--- config.mk ---
export PLATFORM = sky130hd
export DESIGN_NAME = unidade_adiantamento
export DESIGN_NICKNAME = d
export VERILOG_FILES = /design/src/rtl/unidade_adiantamento.sv
export SDC_FILE = /design/constraint.sdc
export NUM_CORES = 1
export LEC_CHECK = 0
export ABC_AREA = 1
export BUFFER_PORTS_ARGS = -buffer_cell sky130_fd_sc_hd__buf_2
export CORE_ASPECT_RATIO = 1.1
export CORE_MARGIN = 10
export CORE_UTILIZATION = 45
export CTS_CLUSTER_DIAMETER = 60
export DETAILED_ROUTE_END_ITERATION = 12
export GPL_TIMING_DRIVEN = 0
export HOLD_SLACK_MARGIN = 0.06
export PLACE_DENSITY = 0.66
export SLEW_MARGIN = 15
export SYNTH_ARGS = -nofsm -noshare
export SYNTH_HDL_FRONTEND = slang
export SYNTH_SLANG_ARGS = --single-unit
--- constraint.sdc ---
create_clock -name clock -period 4.5 [get_ports clock]
set_input_delay 0.225 -clock clock [delete_from_list [all_inputs] [get_ports clock]]
set_output_delay 0.225 -clock clock [all_outputs]
set_load 0.02 [all_outputs]
--- src/rtl/unidade_adiantamento.sv ---
// rtl/unidade_adiantamento.sv - forwarding and load-use hazard unit for the 5-stage MIPS pipeline
module unidade_adiantamento #(
  parameter int LARGURA_REG      = 5,
  parameter int LARGURA_CONTADOR = 16
) (
  input  logic                        clock,
  input  logic                        reset_n,
  input  logic                        avanca,
  input  logic                        descarta,
  input  logic [LARGURA_REG-1:0]      id_rs,
  input  logic [LARGURA_REG-1:0]      id_rt,
  input  logic                        id_usa_rt,
  input  logic [LARGURA_REG-1:0]      id_destino,
  input  logic                        id_escreve,
  input  logic                        id_carga,
  output logic [1:0]                  selecao_a,
  output logic [1:0]                  selecao_b,
  output logic                        parada,
  output logic [LARGURA_CONTADOR-1:0] contador_paradas
);

  localparam logic [1:0] SEL_REGS = 2'b00;
  localparam logic [1:0] SEL_WB   = 2'b01;
  localparam logic [1:0] SEL_MEM  = 2'b10;

  logic [LARGURA_REG-1:0]      ex_rs_q, ex_rt_q, ex_destino_q;
  logic                        ex_escreve_q, ex_carga_q;
  logic [LARGURA_REG-1:0]      mem_destino_q;
  logic                        mem_escreve_q, mem_carga_q;
  logic [LARGURA_REG-1:0]      wb_destino_q;
  logic                        wb_escreve_q;
  logic [LARGURA_CONTADOR-1:0] contador_q, contador_d;
  logic                        bolha;
  logic                        mem_encaminha, wb_encaminha;

  // A load in MEM has no value yet; only ALU results may be bypassed from there.
  assign mem_encaminha = mem_escreve_q && !mem_carga_q && (mem_destino_q != '0);
  assign wb_encaminha  = wb_escreve_q && (wb_destino_q != '0);

  always_comb begin
    selecao_a = SEL_REGS;
    if (mem_encaminha && (mem_destino_q == ex_rs_q)) begin
      selecao_a = SEL_MEM;
    end else if (wb_encaminha && (wb_destino_q == ex_rs_q)) begin
      selecao_a = SEL_WB;
    end
  end

  always_comb begin
    selecao_b = SEL_REGS;
    if (mem_encaminha && (mem_destino_q == ex_rt_q)) begin
      selecao_b = SEL_MEM;
    end else if (wb_encaminha && (wb_destino_q == ex_rt_q)) begin
      selecao_b = SEL_WB;
    end
  end

  always_comb begin
    parada = 1'b0;
    if (ex_carga_q && ex_escreve_q && (ex_destino_q != '0) && !descarta) begin
      parada = (ex_destino_q == id_rs) || (id_usa_rt && (ex_destino_q == id_rt));
    end
  end

  assign bolha = parada || descarta;

  always_comb begin
    contador_d = contador_q;
    if (parada && (contador_q != {LARGURA_CONTADOR{1'b1}})) begin
      contador_d = contador_q + 1'b1;
    end
  end

  always_ff @(posedge clock or negedge reset_n) begin
    if (!reset_n) begin
      ex_rs_q       <= '0;
      ex_rt_q       <= '0;
      ex_destino_q  <= '0;
      ex_escreve_q  <= 1'b0;
      ex_carga_q    <= 1'b0;
      mem_destino_q <= '0;
      mem_escreve_q <= 1'b0;
      mem_carga_q   <= 1'b0;
      wb_destino_q  <= '0;
      wb_escreve_q  <= 1'b0;
      contador_q    <= '0;
    end else if (avanca) begin
      wb_destino_q  <= mem_destino_q;
      wb_escreve_q  <= mem_escreve_q;
      mem_destino_q <= ex_destino_q;
      mem_escreve_q <= ex_escreve_q;
      mem_carga_q   <= ex_carga_q;
      if (bolha) begin
        ex_rs_q      <= '0;
        ex_rt_q      <= '0;
        ex_destino_q <= '0;
        ex_escreve_q <= 1'b0;
        ex_carga_q   <= 1'b0;
      end else begin
        ex_rs_q      <= id_rs;
        ex_rt_q      <= id_rt;
        ex_destino_q <= id_destino;
        ex_escreve_q <= id_escreve;
        ex_carga_q   <= id_carga;
      end
      contador_q <= contador_d;
    end
  end

  assign contador_paradas = contador_q;

endmodule

Word level (Yosys, flattened, before mapping)

Cells that the tools add are included.

Register bits: 46
Output and inout bits: 21
Word-level logic and storage cells: 49

Add/sub/neg operators: 1
Equal/unequal tests: 7
Muxes and demuxes: 10
Reduce and logical (&&, ||, !) cells: 20

Operators by type and width:

| cell                                          | number |
|---|---|
| equality test 5 bit                           | 6 |
| adder 16 x 1 -> 16 bit, second input constant | 1 |
| inequality test 16 bit, second input constant | 1 |
| 2-to-1 mux 5 bit                              | 3 |
| nonzero test 5 bit                            | 3 |
| logical AND 1 bit                             | 12 |
| 2-to-1 mux 1 bit                              | 5 |
| 2-to-1 mux 2 bit                              | 2 |
| zero test 1 bit                               | 2 |
| logical OR 1 bit                              | 2 |
| AND reduction 2 bit                           | 1 |

Longest topological paths before layout

Word-level depth: 6
Mapped depth: 11

Worst setup path before layout

No wires, ideal clock.

Kind: reg-to-output
Start point: register mem_destino_q[4]
End point: output selecao_a[0]
Data arrival time: 1674 ps
Required time: 4275 ps
Setup slack: 2601 ps
Stages on the path, launching flop included: 5
Cells stage by stage: dfrtp_1 xnor2_1 nand3_1 nor4_1 nor2_1

Longest elaborated chain between the ends: 4
Elaborated cells on any way between the ends: 5
Those cells by class: eq/ne (1); mux (1); reduce/logical (3)

RTL lines:

| item                     | RTL line | text |
|---|---|---|
| start: declaration       | 28       | `logic [LARGURA_REG-1:0] mem_destino_q;` |
| start signal: assignment | 90       | `mem_destino_q <= ex_destino_q;` |
| nonzero test 5 bit       | 37       | `assign mem_encaminha = mem_escreve_q && !mem_carga_q && (mem_destino_q != '0);` |
| logical AND 1 bit        | 37       |  |
| logical AND 1 bit (*)    | 42       | `if (mem_encaminha && (mem_destino_q == ex_rs_q)) begin` |
| 2-to-1 mux 2 bit (*)     | 42       |  |
| end: declaration         | 16       | `output logic [1:0] selecao_a,` |

Every way passes the cells marked *; elsewhere a longest branch is shown, timed or not.

Final worst setup path

Start point: register mem_destino_q[4]
End point: output selecao_a[1]

Same word-level chain as after synthesis.

==> results.toml <==
[worst_setup_path]
ff2ff_path_depth = 8
end_kind = "output pin"
worstPathArrival_ns = 1.65
crit_path_start_kind = "flop"
path_max_fanout = 5
r2r_start = "contador_paradas[0]"
r2r_end = "contador_paradas[12]"
criticalPathCategory = "flop to output pin"
required_ns = 4.28
r2r_slack_ns = 2.67

[route]
routedWlPerCell_microns = 13.66
first_iter_violations = 124
num_vias = 2413
finalWirelength_mm = 6.571
via_per_inst = 5.017
postRouteAntennaNets = 0
drc = 0
dr.pass1.iters = 4

[cells_and_area]
diodes = 0
most-common-layout-cells = "nand2_1, dfrtp_1, buf_2, inv_1, o21ai_0"
layout.nets = 426
mostFrequentLayoutCell = "nand2_1"
final_util_pct = 54.02
drive_gt1_share_pct = 15.59
area_delta_synth_final_pct = 17.52

[placed_design]
place_hpwl_mm = 5.004
portBuffers = 42
place_congestion = 0.9104
dpl_worst_slack_ns = 2.674

[clocking]
clock_path_buffers = 2
cts_tree = "done"
cts.sinks = 46
clk_pin_slew_ns = 0.09
cts_root_buf = "clkbuf_8"
h-tree-depth = 2
clk_latency_ns = 0.30
numCtsBuffers = 5

[synth]
synth_area_leaders = "dfrtp_1, nand2_1, xor2_1"
synth_compound_area_share_pct = 5.745
synth_area_sq_um = 2635
syn_area_per_cell_sq_um = 7.465
yosysUniqueCellTypes = 25
syn_inst = 353
synth_warnings = 0
muxShareOfSynthArea_pct = 0
ys_ff_latch = 46
yosysSeqAreaShare_pct = 43.68
yosysTopAreaCellShare_pct = 43.68
synth_xor_area_share_pct = 10.97
synth_fa_ha_area_share_pct = 0.4748
synthSimpleGateAreaFrac_pct = 31.62
synth_nets = 376
synth_top_family_by_area = "simple AND/OR/NAND/NOR gates"
synth_top_cell_by_area = "dfrtp_1"

[worst_hold_path]
min_to = "ex_destino_q[2]"
worstHoldPathCells = 3
hold_path_class = "input pin to flop"
holdCritStartpoint = "id_destino[2]"

[die]
die_y_microns = 100.3
die_area_sq_um = 9320
rows = 29
core_sq_um = 5733
start_util_pct = 45.96
dieWidth_microns = 92.96
io_pins = 43

[global_route]
overflow = 0
antenna_found_initial = 0
grt_max_degree = 47
grt.total_usage_pct = 14.35
grt_pass1_wl_mm = 11.05
grt_pass1_vias = 2305

[outcome]
status = "finished clean"

[pwr]
ir_worst_vdd_mv = 0.1595
p_total_w = 0.0009784
power_leakage_nw = 1.639
power_density_nw_per_um2 = 315.9

[timing]
setup_violations = 0
hold_slack_ns = 0.1725
timing.final.crit_share_pct = 41.77
layout_setup_ws_ns = 2.620
hold_viol = 0
finalCriticalPeriod_ns = 1.880
tightest_slew_ns = 0.6058
slew_headroom_pct = 59.61
drv_slew = 0
setup_tns_ns = 0
rsz0062_at_grt = "false"
fmax_mhz = 532.0
fin_skew_ns = 0.005096

[job]
drv_cap = 0
## area by class of cell
cell class              count  area [sq um]
repair buffers             43         222.7
clock inverters             2         60.06
clock buffers               6         82.58
multi-input cells         258          1286
plain buffers              10         51.30
flip-flops and latches     46          1151
inverters                  39         146.4
well taps                  77         96.34
fillers                   578          2636
## what timing repair did
item / CTS / global route
gates resized for setup: 0 / 0
hold buffers: 0 / 1
hold endpoints to repair: 0 / 46
setup buffers: 0 / 0
## cell usage after synthesis
| master | instances |
|---|---|
| nand2_1 | 136 |
| dfrtp_1 | 46 |
| inv_1 | 38 |
| o21ai_0 | 23 |
| xor2_1 | 20 |
| nor2_1 | 16 |
| nand3_1 | 15 |
| xnor2_1 | 13 |
| nand4_1 | 8 |
| nor3_1 | 8 |
| clkbuf_1 | 6 |
| o22ai_1 | 5 |
| nor4_1 | 3 |
| buf_2 | 2 |
| nand2_2 | 2 |
| nand4_2 | 2 |
| nor2_2 | 2 |
| buf_4 | 1 |
| buf_6 | 1 |
| ha_1 | 1 |
| inv_2 | 1 |
| nand3_2 | 1 |
| nand3b_1 | 1 |
| nor2_4 | 1 |
| o21ai_1 | 1 |
## flip-flops by register name, summed over array words and instances, names as in the netlist
name,count
ex_destino_q,5
mem_escreve_q,1
ex_rt_q,5
ex_rs_q,5
wb_escreve_q,1
mem_carga_q,1
ex_carga_q,1
mem_destino_q,5
ex_escreve_q,1
wb_destino_q,5
contador_paradas,16
## critical path, stage by stage (launching register included)
cell	delay (ns)
dfrtp_1	0.46
xnor2_1	0.19
nand3_1	0.09
nor4_1	0.37
buf_2	0.25
## worst max path at each step
stage	from	to	slack [ns]
global route	contador_paradas[0]	contador_paradas[8]	2.48
CTS	mem_destino_q[4]	selecao_a[1]	2.60
finish	mem_destino_q[4]	selecao_a[1]	2.62
global placement	contador_paradas[0]	contador_paradas[14]	2.71
floorplan	mem_destino_q[4]	selecao_a[0]	2.60
detailed placement	contador_paradas[0]	contador_paradas[12]	2.67
## through the flow
| step | cells | area, sq um |
|---|---|---|
| 2_1_floorplan | 353 | 2635 |
| 3_3_place_gp | 472 | 2942 |
| 3_5_place_dp | 472 | 2942 |
| 4_1_cts | 480 | 3084 |
| 5_1_grt | 481 | 3097 |
| 6_report | 481 | 3097 |
## cell families (layout without fill, tap and decap cells)
group | count (synthesis) | after routing
simple gates | 195 | 195
buf+inv | 49 | 100
flops | 46 | 46
xor+xnor | 33 | 33
compound gates | 29 | 29
fa+ha+maj | 1 | 1
## routing by layer
layer	wire length (microns)	global-route usage (%)	vias to the layer above
met5	0	0	-
met4	136	5.107	0
met3	302	3.060	11
met2	2971	22.88	62
met1	3160	18.69	1138
li1	-	-	1202
## power by group
group / internal, W / switching, W
Combinational: 0.0000519 / 0.0000731
Clock: 0.000237 / 0.000148
Sequential: 0.000438 / 0.0000305
(Power assumes the default switching activity.)
